==> src/rtl/stack_pkg.sv <==
// stack_pkg
// Shared definitions for the stack sequencer slice: command opcodes, FSM
// state encoding, address/data/depth widths and small opcode classifiers.
// Used by stack_sequencer_if, stack_depth_tracker and stack_sequencer.
package stack_pkg;

    localparam int SCR_AW        = 8;
    localparam int DEPTH_MAX_DEF = 256;
    localparam int PC_W          = 10;
    localparam int DEPTH_W       = 9;

    typedef enum logic [2:0] {
        OP_NOP     = 3'd0,
        OP_PUSH    = 3'd1,
        OP_POP     = 3'd2,
        OP_CALL    = 3'd3,
        OP_RET     = 3'd4,
        OP_LOAD_SP = 3'd5
    } stack_op_t;

    typedef enum logic [2:0] {
        ST_IDLE,
        ST_WRITE,
        ST_READ_ADDR,
        ST_READ_DATA,
        ST_LOAD
    } stack_state_t;

    // PUSH and CALL both store one word below the current stack pointer.
    function automatic logic is_write_op(input logic [2:0] op);
        return (op == OP_PUSH) || (op == OP_CALL);
    endfunction

    // POP and RET both read the word at the current stack pointer.
    function automatic logic is_read_op(input logic [2:0] op);
        return (op == OP_POP) || (op == OP_RET);
    endfunction

endpackage

==> src/rtl/stack_sequencer_if.sv <==
// stack_sequencer_if
// Bundles every non-clock/reset signal of the stack sequencer.
//   cmd_*     : command handshake from the control unit FSM
//   clr_err   : clears the sticky overflow/underflow flags
//   sp_*      : stack pointer register controls and current value
//   scr_*     : scratch RAM address/write/read data (read is synchronous)
//   rsp_*     : POP/RET result pulse and data
//   depth/ovf/unf : occupancy and sticky error status
// Modport slave is the sequencer; modport master is the surrounding system.
interface stack_sequencer_if import stack_pkg::*; #(parameter int DW = PC_W) ();

    logic                 cmd_valid;
    logic [2:0]           cmd_op;
    logic [DW-1:0]        cmd_data;
    logic                 cmd_ready;
    logic                 clr_err;

    logic [SCR_AW-1:0]    sp_in;
    logic                 sp_ld;
    logic                 sp_incr;
    logic                 sp_decr;
    logic [SCR_AW-1:0]    sp_din;

    logic [SCR_AW-1:0]    scr_addr;
    logic                 scr_we;
    logic [DW-1:0]        scr_din;
    logic [DW-1:0]        scr_dout;

    logic                 rsp_valid;
    logic [DW-1:0]        rsp_data;
    logic                 rsp_is_pc;

    logic [DEPTH_W-1:0]   depth;
    logic                 ovf;
    logic                 unf;

    modport slave (
        input  cmd_valid, cmd_op, cmd_data, clr_err, sp_in, scr_dout,
        output cmd_ready, sp_ld, sp_incr, sp_decr, sp_din,
               scr_addr, scr_we, scr_din,
               rsp_valid, rsp_data, rsp_is_pc, depth, ovf, unf
    );

    modport master (
        output cmd_valid, cmd_op, cmd_data, clr_err, sp_in, scr_dout,
        input  cmd_ready, sp_ld, sp_incr, sp_decr, sp_din,
               scr_addr, scr_we, scr_din,
               rsp_valid, rsp_data, rsp_is_pc, depth, ovf, unf
    );

endinterface

==> src/rtl/stack_depth_tracker.sv <==
// stack_depth_tracker
// Counts stacked words and keeps the sticky overflow/underflow flags.
//   clk, rst  : clock, synchronous active-high reset
//   push_req  : a PUSH/CALL was accepted this edge
//   pop_req   : a POP/RET was accepted this edge
//   load_req  : a LOAD_SP was accepted this edge (empties the stack)
//   clr_err   : clears ovf/unf; a simultaneous new error still sets its flag
//   depth     : current word count, saturating at DEPTH_MAX and 0
//   ovf, unf  : sticky error flags
//   is_full, is_empty : used by the sequencer to pick the error path
module stack_depth_tracker import stack_pkg::*; #(
    parameter int DEPTH_MAX = DEPTH_MAX_DEF
) (
    input  logic               clk,
    input  logic               rst,
    input  logic               push_req,
    input  logic               pop_req,
    input  logic               load_req,
    input  logic               clr_err,
    output logic [DEPTH_W-1:0] depth,
    output logic               ovf,
    output logic               unf,
    output logic               is_full,
    output logic               is_empty
);

    localparam logic [DEPTH_W-1:0] DEPTH_LIMIT = DEPTH_W'(DEPTH_MAX);

    logic [DEPTH_W-1:0] depth_q, depth_d;
    logic               ovf_q, ovf_d;
    logic               unf_q, unf_d;

    assign is_full  = (depth_q >= DEPTH_LIMIT);
    assign is_empty = (depth_q == '0);
    assign depth    = depth_q;
    assign ovf      = ovf_q;
    assign unf      = unf_q;

    // The clear is applied first so that an error arriving in the same
    // cycle overrides it. A rejected push/pop leaves the count untouched,
    // which is what keeps the depth from ever wrapping.
    always_comb begin
        depth_d = depth_q;
        ovf_d   = ovf_q & ~clr_err;
        unf_d   = unf_q & ~clr_err;
        if (load_req) begin
            depth_d = '0;
        end else if (push_req) begin
            if (is_full) begin
                ovf_d = 1'b1;
            end else begin
                depth_d = depth_q + 1'b1;
            end
        end else if (pop_req) begin
            if (is_empty) begin
                unf_d = 1'b1;
            end else begin
                depth_d = depth_q - 1'b1;
            end
        end
    end

    // Plain state registers with synchronous reset.
    always_ff @(posedge clk) begin
        if (rst) begin
            depth_q <= '0;
            ovf_q   <= 1'b0;
            unf_q   <= 1'b0;
        end else begin
            depth_q <= depth_d;
            ovf_q   <= ovf_d;
            unf_q   <= unf_d;
        end
    end

endmodule

==> src/rtl/stack_sequencer.sv <==
// stack_sequencer
// Sequences the stack pointer register and the scratch RAM for PUSH, POP,
// CALL, RET and LOAD_SP commands received over a valid/ready handshake.
//   clk, rst : clock, synchronous active-high reset (priority over all)
//   bus      : stack_sequencer_if.slave carrying the command handshake,
//              stack pointer controls, scratch RAM port, result pulse and
//              depth/error status
// All strobes are registered: the decision is made on the accept edge and
// the strobe appears during the single following cycle. Depth and the
// error flags update on that same accept edge.
module stack_sequencer import stack_pkg::*; #(
    parameter int DEPTH_MAX = DEPTH_MAX_DEF,
    parameter int DW        = PC_W
) (
    input  logic               clk,
    input  logic               rst,
    stack_sequencer_if.slave   bus
);

    stack_state_t      state_q, state_d;
    logic              sp_ld_q, sp_ld_d;
    logic              sp_incr_q, sp_incr_d;
    logic              sp_decr_q, sp_decr_d;
    logic [SCR_AW-1:0] sp_din_q, sp_din_d;
    logic [SCR_AW-1:0] scr_addr_q, scr_addr_d;
    logic              scr_we_q, scr_we_d;
    logic [DW-1:0]     scr_din_q, scr_din_d;
    logic              rsp_valid_q, rsp_valid_d;
    logic              rsp_is_pc_q, rsp_is_pc_d;
    logic              rsp_zero_q, rsp_zero_d;
    logic              is_ret_q, is_ret_d;
    logic [DW-1:0]     rsp_hold_q, rsp_hold_d;

    logic              accept;
    logic              push_req;
    logic              pop_req;
    logic              load_req;
    logic              is_full;
    logic              is_empty;
    logic [DW-1:0]     write_word;
    logic [DW-1:0]     rsp_now;

    assign accept   = bus.cmd_valid & (state_q == ST_IDLE);
    assign push_req = accept & is_write_op(bus.cmd_op);
    assign pop_req  = accept & is_read_op(bus.cmd_op);
    assign load_req = accept & (bus.cmd_op == OP_LOAD_SP);

    // CALL stores the full return PC, PUSH only the low byte.
    assign write_word = (bus.cmd_op == OP_CALL) ? bus.cmd_data
                                                : DW'(bus.cmd_data[7:0]);

    stack_depth_tracker #(.DEPTH_MAX(DEPTH_MAX)) u_depth (
        .clk      (clk),
        .rst      (rst),
        .push_req (push_req),
        .pop_req  (pop_req),
        .load_req (load_req),
        .clr_err  (bus.clr_err),
        .depth    (bus.depth),
        .ovf      (bus.ovf),
        .unf      (bus.unf),
        .is_full  (is_full),
        .is_empty (is_empty)
    );

    // The RAM read is synchronous, so the popped word is only on scr_dout
    // during READ_DATA; it is passed straight through then and captured so
    // rsp_data can hold it afterwards. An underflow forces the result to 0.
    assign rsp_now    = rsp_zero_q ? '0 : bus.scr_dout;
    assign rsp_hold_d = rsp_valid_q ? rsp_now : rsp_hold_q;

    assign bus.cmd_ready = (state_q == ST_IDLE);
    assign bus.sp_ld     = sp_ld_q & ~rst;
    assign bus.sp_incr   = sp_incr_q & ~rst;
    assign bus.sp_decr   = sp_decr_q & ~rst;
    assign bus.sp_din    = sp_din_q;
    assign bus.scr_addr  = scr_addr_q;
    assign bus.scr_we    = scr_we_q & ~rst;
    assign bus.scr_din   = scr_din_q;
    assign bus.rsp_valid = rsp_valid_q & ~rst;
    assign bus.rsp_data  = rsp_valid_q ? rsp_now : rsp_hold_q;
    assign bus.rsp_is_pc = rsp_is_pc_q;

    // Next-state and next-output decode. Every output defaults to its idle
    // value so strobes last exactly one cycle. Overflow keeps the FSM in
    // IDLE with no strobes; underflow skips the RAM read and goes straight
    // to READ_DATA with a forced-zero result.
    always_comb begin
        state_d     = state_q;
        sp_ld_d     = 1'b0;
        sp_incr_d   = 1'b0;
        sp_decr_d   = 1'b0;
        sp_din_d    = '0;
        scr_addr_d  = '0;
        scr_we_d    = 1'b0;
        scr_din_d   = '0;
        rsp_valid_d = 1'b0;
        rsp_is_pc_d = 1'b0;
        rsp_zero_d  = 1'b0;
        is_ret_d    = is_ret_q;
        case (state_q)
            ST_IDLE: begin
                if (bus.cmd_valid) begin
                    case (bus.cmd_op)
                        OP_PUSH, OP_CALL: begin
                            if (!is_full) begin
                                state_d    = ST_WRITE;
                                scr_addr_d = bus.sp_in - 8'd1;
                                scr_we_d   = 1'b1;
                                scr_din_d  = write_word;
                                sp_decr_d  = 1'b1;
                            end
                        end
                        OP_POP, OP_RET: begin
                            if (is_empty) begin
                                state_d     = ST_READ_DATA;
                                rsp_valid_d = 1'b1;
                                rsp_zero_d  = 1'b1;
                                rsp_is_pc_d = (bus.cmd_op == OP_RET);
                            end else begin
                                state_d    = ST_READ_ADDR;
                                scr_addr_d = bus.sp_in;
                                sp_incr_d  = 1'b1;
                                is_ret_d   = (bus.cmd_op == OP_RET);
                            end
                        end
                        OP_LOAD_SP: begin
                            state_d  = ST_LOAD;
                            sp_ld_d  = 1'b1;
                            sp_din_d = bus.cmd_data[7:0];
                        end
                        default: begin
                            state_d = ST_IDLE;
                        end
                    endcase
                end
            end
            ST_READ_ADDR: begin
                state_d     = ST_READ_DATA;
                rsp_valid_d = 1'b1;
                rsp_is_pc_d = is_ret_q;
            end
            ST_WRITE, ST_LOAD, ST_READ_DATA: begin
                state_d = ST_IDLE;
            end
            default: begin
                state_d = ST_IDLE;
            end
        endcase
    end

    // All sequencer state and registered outputs. Reset abandons any
    // in-flight command and returns every output to its idle value.
    always_ff @(posedge clk) begin
        if (rst) begin
            state_q     <= ST_IDLE;
            sp_ld_q     <= 1'b0;
            sp_incr_q   <= 1'b0;
            sp_decr_q   <= 1'b0;
            sp_din_q    <= '0;
            scr_addr_q  <= '0;
            scr_we_q    <= 1'b0;
            scr_din_q   <= '0;
            rsp_valid_q <= 1'b0;
            rsp_is_pc_q <= 1'b0;
            rsp_zero_q  <= 1'b0;
            is_ret_q    <= 1'b0;
            rsp_hold_q  <= '0;
        end else begin
            state_q     <= state_d;
            sp_ld_q     <= sp_ld_d;
            sp_incr_q   <= sp_incr_d;
            sp_decr_q   <= sp_decr_d;
            sp_din_q    <= sp_din_d;
            scr_addr_q  <= scr_addr_d;
            scr_we_q    <= scr_we_d;
            scr_din_q   <= scr_din_d;
            rsp_valid_q <= rsp_valid_d;
            rsp_is_pc_q <= rsp_is_pc_d;
            rsp_zero_q  <= rsp_zero_d;
            is_ret_q    <= is_ret_d;
            rsp_hold_q  <= rsp_hold_d;
        end
    end

endmodule

==> src/flat_wrapper.sv <==
// flat-port wrapper written by rule: the top's interface ports become plain ports
module stack_sequencer_flat import stack_pkg::*;
#(
    parameter int DEPTH_MAX = DEPTH_MAX_DEF,
    parameter int DW        = PC_W
)
  (clk, rst, bus_cmd_valid, bus_cmd_op, bus_cmd_data, bus_clr_err, bus_sp_in, bus_scr_dout, bus_cmd_ready, bus_sp_ld, bus_sp_incr, bus_sp_decr, bus_sp_din, bus_scr_addr, bus_scr_we, bus_scr_din, bus_rsp_valid, bus_rsp_data, bus_rsp_is_pc, bus_depth, bus_ovf, bus_unf);
  stack_sequencer_if #(.DW(DW)) bus_i ();
  input  logic clk;
  input  logic rst;
  input wire logic [$bits(bus_i.cmd_valid)-1:0] bus_cmd_valid;
  input wire logic [$bits(bus_i.cmd_op)-1:0] bus_cmd_op;
  input wire logic [$bits(bus_i.cmd_data)-1:0] bus_cmd_data;
  input wire logic [$bits(bus_i.clr_err)-1:0] bus_clr_err;
  input wire logic [$bits(bus_i.sp_in)-1:0] bus_sp_in;
  input wire logic [$bits(bus_i.scr_dout)-1:0] bus_scr_dout;
  output wire logic [$bits(bus_i.cmd_ready)-1:0] bus_cmd_ready;
  output wire logic [$bits(bus_i.sp_ld)-1:0] bus_sp_ld;
  output wire logic [$bits(bus_i.sp_incr)-1:0] bus_sp_incr;
  output wire logic [$bits(bus_i.sp_decr)-1:0] bus_sp_decr;
  output wire logic [$bits(bus_i.sp_din)-1:0] bus_sp_din;
  output wire logic [$bits(bus_i.scr_addr)-1:0] bus_scr_addr;
  output wire logic [$bits(bus_i.scr_we)-1:0] bus_scr_we;
  output wire logic [$bits(bus_i.scr_din)-1:0] bus_scr_din;
  output wire logic [$bits(bus_i.rsp_valid)-1:0] bus_rsp_valid;
  output wire logic [$bits(bus_i.rsp_data)-1:0] bus_rsp_data;
  output wire logic [$bits(bus_i.rsp_is_pc)-1:0] bus_rsp_is_pc;
  output wire logic [$bits(bus_i.depth)-1:0] bus_depth;
  output wire logic [$bits(bus_i.ovf)-1:0] bus_ovf;
  output wire logic [$bits(bus_i.unf)-1:0] bus_unf;
  assign bus_i.cmd_valid = bus_cmd_valid;
  assign bus_i.cmd_op = bus_cmd_op;
  assign bus_i.cmd_data = bus_cmd_data;
  assign bus_i.clr_err = bus_clr_err;
  assign bus_i.sp_in = bus_sp_in;
  assign bus_i.scr_dout = bus_scr_dout;
  assign bus_cmd_ready = bus_i.cmd_ready;
  assign bus_sp_ld = bus_i.sp_ld;
  assign bus_sp_incr = bus_i.sp_incr;
  assign bus_sp_decr = bus_i.sp_decr;
  assign bus_sp_din = bus_i.sp_din;
  assign bus_scr_addr = bus_i.scr_addr;
  assign bus_scr_we = bus_i.scr_we;
  assign bus_scr_din = bus_i.scr_din;
  assign bus_rsp_valid = bus_i.rsp_valid;
  assign bus_rsp_data = bus_i.rsp_data;
  assign bus_rsp_is_pc = bus_i.rsp_is_pc;
  assign bus_depth = bus_i.depth;
  assign bus_ovf = bus_i.ovf;
  assign bus_unf = bus_i.unf;
  stack_sequencer #(.DEPTH_MAX(DEPTH_MAX), .DW(DW)) u_core (.clk(clk), .rst(rst), .bus(bus_i));
endmodule
==> config.mk <==
export PLATFORM = sky130hd
export DESIGN_NAME = stack_sequencer_flat
export DESIGN_NICKNAME = d
export VERILOG_FILES = /design/src/rtl/stack_pkg.sv /design/src/rtl/stack_sequencer_if.sv /design/src/rtl/stack_depth_tracker.sv /design/src/rtl/stack_sequencer.sv /design/src/flat_wrapper.sv
export SDC_FILE = /design/constraint.sdc
export NUM_CORES = 1
export LEC_CHECK = 0
export ABC_CLOCK_PERIOD_IN_PS = 6500
export BUFFER_PORTS_ARGS = -buffer_cell sky130_fd_sc_hd__clkbuf_2
export CAP_MARGIN = 5
export CORE_AREA = 5 5 80 82
export DETAILED_ROUTE_END_ITERATION = 6
export DIE_AREA = 0 0 85 87
export PLACE_DENSITY = 0.74
export SLEW_MARGIN = 20
export SYNTH_ARGS = -nofsm -noshare
export SYNTH_HDL_FRONTEND = slang
export SYNTH_SLANG_ARGS = --single-unit
==> constraint.sdc <==
create_clock -name clk -period 6.5 [get_ports clk]
set_input_delay 0.975 -clock clk [delete_from_list [all_inputs] [get_ports clk]]
set_output_delay 0.975 -clock clk [all_outputs]
set_load 0.05 [all_outputs]
Yosys cells after proc, flatten, opt, wreduce, memory -nomap -nowiden
Cells that the tools add are included.
{ "totals": {"ff_bits": 57, "input_bits": 35} }
{ "classes": {"n_addsub": 3, "magnitude_cmp": 1, "eq_ne": 10, "muxes": 32, "bitwise_logic": 19, "n_reduce_logical": 18} }
{ "ops": {"columns": ["cell", "count"], "rows": [
  ["$mux W9", 4],
  ["$mux W10", 2],
  ["$mux W1", 17],
  ["$mux W8", 2],
  ["$pmux W8 S2", 1],
  ["$reduce_or A4 Y1", 3],
  ["$and A1 B1 Y1", 10],
  ["$add A9 B1 Y9 const B", 1],
  ["$eq A3 B2 Y1 const B", 3],
  ["$ge A9 B9 Y1 const B", 1],
  ["$logic_not A9 Y1", 1],
  ["$not A1 Y1", 9],
  ["$pmux W3 S3", 1],
  ["$sub A9 B1 Y9 const B", 1],
  ["$reduce_or A2 Y1", 4],
  ["$sub A8 B1 Y8 const B", 1],
  ["$eq A3 B3 Y1 const B", 2],
  ["$mux W3", 2],
  ["$pmux W3 S2", 1],
  ["$reduce_or A6 Y1", 1],
  ["$reduce_or A5 Y1", 1],
  ["$ne A2 B2 Y1 const B", 2],
  ["$pmux W1 S2", 2],
  ["$reduce_and A4 Y1", 1],
  ["other kinds (9)", 10]
]} }

Longest topological paths before layout
Gate-level depths: netlist of the first run.
{ "logic_depth": {"ltp_word": 6, "mapped_depth": 10, "ltp_nobuf": 10} }

Cells and area by module
From an unflattened synthesis of the first run, not the netlist that was laid out.
{ "hier_totals": {"hier_cells": 293, "area_unflattened_um2": 2539.9} }
{ "by_module_without_submodules": {"columns": ["mod", "instances", "cells_per_inst", "area_each_um2", "seq_area_each_um2"], "rows": [
  ["stack_sequencer", 1, 195, 1745.4, 920.9],
  ["stack_depth_tracker", 1, 98, 794.5, 220.2]
]} }

Worst setup path after synthesis of the first run
Ideal clock, no wire load.
{ "synth_path": {"path_type": "register to register", "startpoint": "register u_core.state_q[1]", "endpoint": "register u_core.u_depth.depth_q[8] (netlist: u_core.u_depth.depth[8])", "setup_time_ps": 74, "t_arrival_ps": 3498, "t_required_ps": 6426, "slack_ps": 2928, "stages_incl_launch_ff": 10, "path_buffers": 0, "period_less_slack_ps": 3572, "path_cell_list": "dfxtp_1 nor3_1 and2_1 nand2_1 ha_1 a21oi_1 a31oi_1 o41a_1 or4_1 a31oi_1"} }
{ "synth_via": {"elab_chain_cells": 5, "elab_cells_between_ends": 11} }
{ "synth_rtl": {"columns": ["element", "line", "text"], "rows": [
  ["start: declaration", "stack_sequencer.sv:20", "stack_state_t state_q, state_d;"],
  ["start signal: assignment", "stack_sequencer.sv:170", "state_q <= state_d;"],
  ["$logic_not A3 Y1 *", null, null],
  ["net bus_cmd_ready", "flat_wrapper.sv:17", "output wire logic [$bits(bus_i.cmd_ready)-1:0] bus_cmd_ready;"],
  ["$and A1 B1 Y1 *", "stack_sequencer.sv:43", "assign accept = bus.cmd_valid & (state_q == ST_IDLE);"],
  ["$and A1 B1 Y1 (on tied branches)", "stack_sequencer.sv:44, stack_sequencer.sv:45", null],
  ["$ne A2 B2 Y1 (no source line), or another cell as far along", null, null],
  ["$reduce_and A3 Y1 (no source line)", null, null],
  ["end signal: assignment", "stack_depth_tracker.sv:70", "depth_q <= depth_d;"],
  ["end: declaration", "stack_depth_tracker.sv:29", "logic [DEPTH_W-1:0] depth_q, depth_d;"]
]} }
The timed path passes the listed nets; every way through them passes the cells marked *.
A chain may end at the register's enable or synchronous reset.

Worst setup path after layout of the first run
{ "layout_path": {"startpoint": "input bus_cmd_op[0]", "endpoint": "register u_core.u_depth.depth_q[8] (netlist: u_core.u_depth.depth[8])"} }
{ "layout_via": {"elab_chain_cells": 5, "elab_cells_between_ends": 16} }
{ "layout_rtl": {"columns": ["element", "line", "text"], "rows": [
  ["start: declaration", "flat_wrapper.sv:12", "input wire logic [$bits(bus_i.cmd_op)-1:0] bus_cmd_op;"],
  ["$eq A3 B1 Y1, or another cell as far along", "stack_pkg.sv:31", "return (op == OP_PUSH) || (op == OP_CALL);"],
  ["$logic_or A1 B1 Y1 (on tied branches)", "stack_pkg.sv:31, stack_pkg.sv:36", null],
  ["$and A1 B1 Y1 (on tied branches)", "stack_sequencer.sv:44, stack_sequencer.sv:45", null],
  ["$ne A2 B2 Y1 (no source line), or another cell as far along", null, null],
  ["$reduce_and A3 Y1 (no source line)", null, null]
]} }
Several ways; a longest one is shown, not always the timed one.

==> flow_summary.toml, run 1 <==
[timing]
slew_viol_final = 0
finalHoldViolations = 0
tns_ns = 0
slew_headroom = 0.536
whs_ns = 0.489
rsz0062_at_grt = "no"
setup_viol = 0
fin_crit_sh = 0.499
tightestPinTransition_ns = 0.690
max_freq_ghz = 0.308
min_period_ns = 3.24
clock_skew_ns = 0.0146

[cts]
cts-hold-fix-buffers = 0
tritoncts = "done"
clk_path_buf_depth = 2
clk_pin_slew_ns = 0.07
cts_setup_buffers = 0
numCtsBuffers = 9
post_cts_resized = 0
clk_latency_ns = 0.33
cts_root_buffer = "clkbuf_8"
clock-sinks = 57
h-tree-depth = 3

[flow_run]
drv_cap = 0

[drt]
antenna_left = 0
viasPerCell = 4.84
first_iter_violations = 70
route.detailed.drc = 0
dr.pass1.iters = 4
num_vias = 2199
totalWireLength_um = 5650
routedWlPerCell_um = 12.4

[placed_design]
port_buffers = 88
place_inst = 438
gp_congestion = 0.791
hpwl_um = 4210

[setup_path]
r2r-start = "u_core.state_q[1]"
cp_max_fo = 10
slowest_stage = "or4_1"
r2r-end = "u_core.u_depth.depth[8]"
arrival_ns = 3.48
crit_path_frequent_cell = "a31oi_1"
critical_path_class = "in2reg"
cp-start-kind = "input port"
rrSetupSlack_ns = 3.62
reg2regPathDepth = 9
cp-end-kind = "flop"
worst_ep_required_time_ns = 6.74
cp_slowest_stage_delay_ns = 0.47
crit_chain = "clkbuf_2, nor2b_1, nand2_1, ha_1, a21oi_1, a31oi_1, o41a_1, or4_1, a31oi_1"

[synth]
synth_mux_area_frac = 0.0204
ys_seq_elements = 57
syn_area_per_cell_um2 = 8.83
synth_top_family_by_area = "simple AND/OR/NAND/NOR gates"
synthFlopType = "dfxtp_1"
ys.warnings.count = 0
synth_simple_gate_area_frac = 0.264
syn_area_mm2 = 0.00252
syn-num-nets = 330
async_flop_share = 0
ys_seq_area_frac = 0.453
synthXorXnorAreaFrac = 0.0174
synth_fa_ha_area_frac = 0.0527
synth_edf_count = 0
synth-compound-area-share = 0.141
synth_cells = 285
synth.distinct_cells = 42

[worst_hold_path]
hold_depth = 2
whs_endpoint = "u_core.is_ret_q"
min_path_type = "reg2reg"
holdCritStartpoint = "u_core.is_ret_q"

[pwr]
power_density_mw_per_mm2 = 323
p_leak_nw = 1.46
ir_drop_mv = 0.156
p_total_mw = 1.04

[cells_and_area]
final.fill_count = 532
final_cell_mix = "88 x clkbuf_2, 57 x dfxtp_1, 26 x o21ai_0"
antenna_cells = 0
num-nets-final = 419
area_growth_pct = 28.3
drive_gt1_frac = 0.296
final_common_cell = "clkbuf_2"
fin_cells = 454

[global_routing]
gr-total-overflow = 0
grt_pass1_wl_um = 9490
antenna_found_initial = 0
first_global_vias = 2150
grt_max_degree = 24
grtUsageTotal = 0.158

[floorplan]
start_util = 0.444
ios = 89
die_area_mm2 = 0.00740
die_y_um = 87
rows = 28
die_width_um = 85
core_area_mm2 = 0.00568

[run_status]
status = "completed"
[worst max-delay path: cells and delay by family]
kind                     cells  cell delay [ns]
AND/OR/NAND/NOR              3             1.06
AO/OA/AOI/OAI                4             0.85
adder cells (fa/ha/maj)      1             0.43
buffers and inverters        1             0.15
[worst max-delay path by stage]
stage,from,to,slack (ns),cells past startpoint
after floorplan,u_core.state_q[1],u_core.u_depth.depth[8],2.93,9
after global placement,bus_cmd_op[0],u_core.u_depth.depth[8],3.06,9
after detailed placement,bus_cmd_op[0],u_core.u_depth.depth[8],2.95,9
after CTS,bus_cmd_op[0],u_core.u_depth.depth[8],3.28,9
after global routing,bus_cmd_op[0],u_core.u_depth.depth[8],3.08,9
final,bus_cmd_op[0],u_core.u_depth.depth[8],3.26,9
[layout make-up]
cell class | instances | area [µm²] | share of cell area
sequential | 57 | 1140 | 0.353
clock buffer | 9 | 124 | 0.0383
clock inverter | 7 | 101 | 0.0314
inverter | 20 | 75.1 | 0.0232
multi-input combinational | 197 | 1250 | 0.386
tap | 75 | 93.8 | 0.0290
timing repair buffer | 89 | 448 | 0.139
[metrics by stage]
step	util	cell area [µm²]	setup WS [ns]
3_5_place_dp	0.530	3010	2.95
4_1_cts	0.569	3230	3.28
2_1_floorplan	-	2520	2.93
3_3_place_gp	0.530	3010	3.06
6_report	0.569	3230	3.26
5_1_grt	0.569	3230	3.08
[Yosys cell counts (all sizes together), types with 4 or more instances]
| cell | n | area share |
|---|---|---|
| a21oi | 15 | 0.030 |
| a31oi | 4 | 0.0099 |
| and2 | 17 | 0.042 |
| clkbuf | 8 | 0.012 |
| dfxtp | 57 | 0.45 |
| ha | 9 | 0.045 |
| inv | 20 | 0.030 |
| mux2i | 4 | 0.016 |
| nand2 | 16 | 0.024 |
| nand2b | 8 | 0.020 |
| nand3b | 6 | 0.018 |
| nor2 | 22 | 0.033 |
| nor2b | 19 | 0.047 |
| nor3 | 8 | 0.016 |
| nor3b | 5 | 0.015 |
| o21ai | 26 | 0.052 |
| xnor2 | 5 | 0.017 |
[cells by family after synthesis]
family                     Yosys count
and+or+nand+nor                    118
AOI/OAI and AO/OA                   59
DFF                                 57
buffers and inverters               31
adders and majority gates           10
xor gates and xnor gates             5
muxes                                5
[routing by layer]
metal / share of wire / track usage
met1: 0.45 / 0.195
met2: 0.46 / 0.260
met3: 0.076 / 0.0397
met4: 0.013 / 0.0734
met5: 0 / 0
[report_power, final]
part,internal [mW],switching [mW]
registers,0.369,0.0176
clock network,0.219,0.151
logic,0.101,0.187
total,0.689,0.356
[flip-flops by register name (all words and copies together) (netlist names), 3 cells and up]
signal                cells
u_core.rsp_hold_q        10
u_core.state_q            3
u_core.bus.scr_din       10
u_core.u_depth.depth      9
u_core.bus.scr_addr       8
u_core.bus.sp_din         8
(Power assumes the default switching activity.)
==> inputs of run 2 (changes only) <==
--- a/config.mk
+++ b/config.mk
@@ -5,12 +5,13 @@
 export SDC_FILE = /design/constraint.sdc
 export NUM_CORES = 1
 export LEC_CHECK = 0
-export ABC_CLOCK_PERIOD_IN_PS = 6500
+export ABC_AREA = 1
+export ABC_CLOCK_PERIOD_IN_PS = 2650
 export BUFFER_PORTS_ARGS = -buffer_cell sky130_fd_sc_hd__clkbuf_2
 export CAP_MARGIN = 5
-export CORE_AREA = 5 5 80 82
+export CORE_AREA = 5 5 83 85
 export DETAILED_ROUTE_END_ITERATION = 6
-export DIE_AREA = 0 0 85 87
+export DIE_AREA = 0 0 88 90
 export PLACE_DENSITY = 0.74
 export SLEW_MARGIN = 20
 export SYNTH_ARGS = -nofsm -noshare
==> constraint.sdc (replaced) <==
create_clock -name clk -period 2.65 [get_ports clk]
set_input_delay 0.3975 -clock clk [delete_from_list [all_inputs] [get_ports clk]]
set_output_delay 0.3975 -clock clk [all_outputs]
set_load 0.05 [all_outputs]
==> flow_summary.toml, run 2 <==
[synth]
synth.distinct_cells = 37
synthFlopType = "dfxtp_1"
synth_area_leader_cell = "dfxtp_1"
ys_seq_elements = 57
ys_top_cells_by_area = "dfxtp_1 43%, inv_1 12%, nor2_1 9.5%"
ys_top_cells_by_count = "83 x inv_1, 67 x nor2_1, 57 x dfxtp_1, 56 x nand2_1"
syn-num-nets = 411
yosysMostFrequentCell = "inv_1"
ys.warnings.count = 0
synth_edf_count = 0
yosysTopAreaCellShare = 0.431
async_flop_share = 0
syn_area_mm2 = 0.00265
synth_cells = 366
syn_area_per_cell_um2 = 7.23
ys_seq_area_frac = 0.431

[floorplan]
start_util = 0.432
core_area_mm2 = 0.00613
die_area_mm2 = 0.00792
ios = 89
die_width_um = 88
rows = 29
die_y_um = 90

[worst_hold_path]
min_path_type = "in2reg"
holdCritStartpoint = "bus_cmd_data[1]"
whs_endpoint = "u_core.bus.scr_din[1]"
hold_depth = 3

[timing]
rsz0062_at_grt = "no"
fin_crit_sh = 0.858
finalHoldViolations = 0
min_period_ns = 2.27
slew_viol_final = 0
slew_headroom = 0.676
clock_skew_ns = 0.00880
max_freq_ghz = 0.440
tns_ns = 0
setup_viol = 0
tightestPinTransition_ns = 0.485

[cts]
clk_latency_ns = 0.33
cts_root_buffer = "clkbuf_8"
clk_path_buf_depth = 2
clk_pin_slew_ns = 0.07
tritoncts = "done"
clock-sinks = 57
h-tree-depth = 3
cts-hold-fix-buffers = 0
numCtsBuffers = 9
post_cts_resized = 0
cts_setup_buffers = 0

[setup_path]
critical_path_class = "reg2out"
r2r-end = "u_core.u_depth.depth[7]"
cp-end-kind = "output pin"
cp_slowest_stage_delay_ns = 0.54
cp-start-kind = "flop"
reg2regPathDepth = 12
arrival_ns = 1.88
cp_max_fo = 11
crit_chain = "inv_1, or2_2, o22ai_1, clkbuf_2"
cp_num_buf_inv = 2
cp.depth = 4
worst_ep_required_time_ns = 2.25
crit_family = "flip-flops"
rrSetupSlack_ns = 0.49
slowest_stage = "dfxtp_1"
r2r-start = "u_core.state_q[2]"

[placed_design]
port_buffers = 88
gp_congestion = 0.859
hpwl_um = 4830

[cells_and_area]
final_common_cell = "clkbuf_2"
num-nets-final = 503
area_growth_pct = 27.9
final.fill_count = 583
antenna_cells = 0
drive_gt1_frac = 0.270
final_cell_mix = "88 x clkbuf_2, 83 x inv_1, 67 x nor2_1"

[drt]
dr.pass1.iters = 4
route.detailed.drc = 0
first_iter_violations = 68
antenna_left = 0
viasPerCell = 4.46
num_vias = 2409
totalWireLength_um = 6150
routedWlPerCell_um = 11.4

[pwr]
power_density_mw_per_mm2 = 739
p_leak_nw = 1.80
ir_drop_mv = 0.396
p_total_mw = 2.50

[run_status]
status = "completed"

[global_routing]
gr-total-overflow = 0
grtUsageTotal = 0.159
grt_max_degree = 22
grt_pass1_wl_um = 10100
antenna_found_initial = 0
first_global_vias = 2307

[flow_run]
drv_cap = 0
[run 2: power by group]
group          switching [mW]  internal (mW)
clock                   0.372          0.634
combinational           0.402          0.170
sequential             0.0295          0.893
total                   0.803           1.70
[run 2: tightest hold or removal path: cells and delay by family]
| family | cells | cell delay [ns] |
|---|---|---|
| and+or+nand+nor | 1 | 0.04 |
| buffers and inverters | 2 | 0.14 |
[run 2: layer usage]
metal	vias to the layer above	routed length, µm	global-route usage
met4	0	48	0.0601
met2	59	2910	0.264
li1	1292	-	-
met3	4	463	0.0420
met1	1054	2730	0.194
met5	-	0	0
[run 2: final cells by class]
| cell class | instances | area, µm² | area share |
|---|---|---|---|
| Timing Repair Buffer | 88 | 440 | 0.130 |
| Tap cell | 77 | 96.3 | 0.0284 |
| Clock inverter | 7 | 125 | 0.0369 |
| Inverter | 87 | 327 | 0.0964 |
| Multi-Input combinational cell | 215 | 1130 | 0.335 |
| Sequential cell | 57 | 1140 | 0.337 |
| Clock buffer | 9 | 124 | 0.0366 |
[run 2: worst max-delay path by stage]
stage	start	end	slack, ns
final	u_core.rsp_valid_q	bus_rsp_data[5]	0.38
after global routing	u_core.rsp_valid_q	bus_rsp_data[5]	0.22
after CTS	u_core.rsp_valid_q	bus_rsp_data[1]	0.36
after detailed placement	bus_cmd_op[0]	u_core.u_depth.depth[5]	0.33
after global placement	bus_cmd_op[0]	u_core.u_depth.depth[7]	0.40
after floorplan	rst	bus_sp_decr	0.46
[run 2: logic make-up after synthesis]
logic type / share of synthesized area
simple gates: 0.264
flops: 0.431
buf+inv: 0.141
fa+ha+maj: 0.0501
xor+xnor: 0.0132
compound gates: 0.101
[run 2: per-stage QoR]
| step | std cells | util | hold slack [ns] | setup slack (ns) | instance area [µm²] |
|---|---|---|---|---|---|
| CTS | 540 | 0.552 | 0.269 | 0.361 | 3390 |
| detailed placement | 524 | 0.512 | 0.458 | 0.332 | 3140 |
| global placement | 524 | 0.512 | 0.453 | 0.400 | 3140 |
| floorplan | 366 | - | 0.441 | 0.464 | 2650 |
| global route | 540 | 0.552 | 0.271 | 0.221 | 3390 |
| finish | 540 | 0.552 | 0.282 | 0.376 | 3390 |
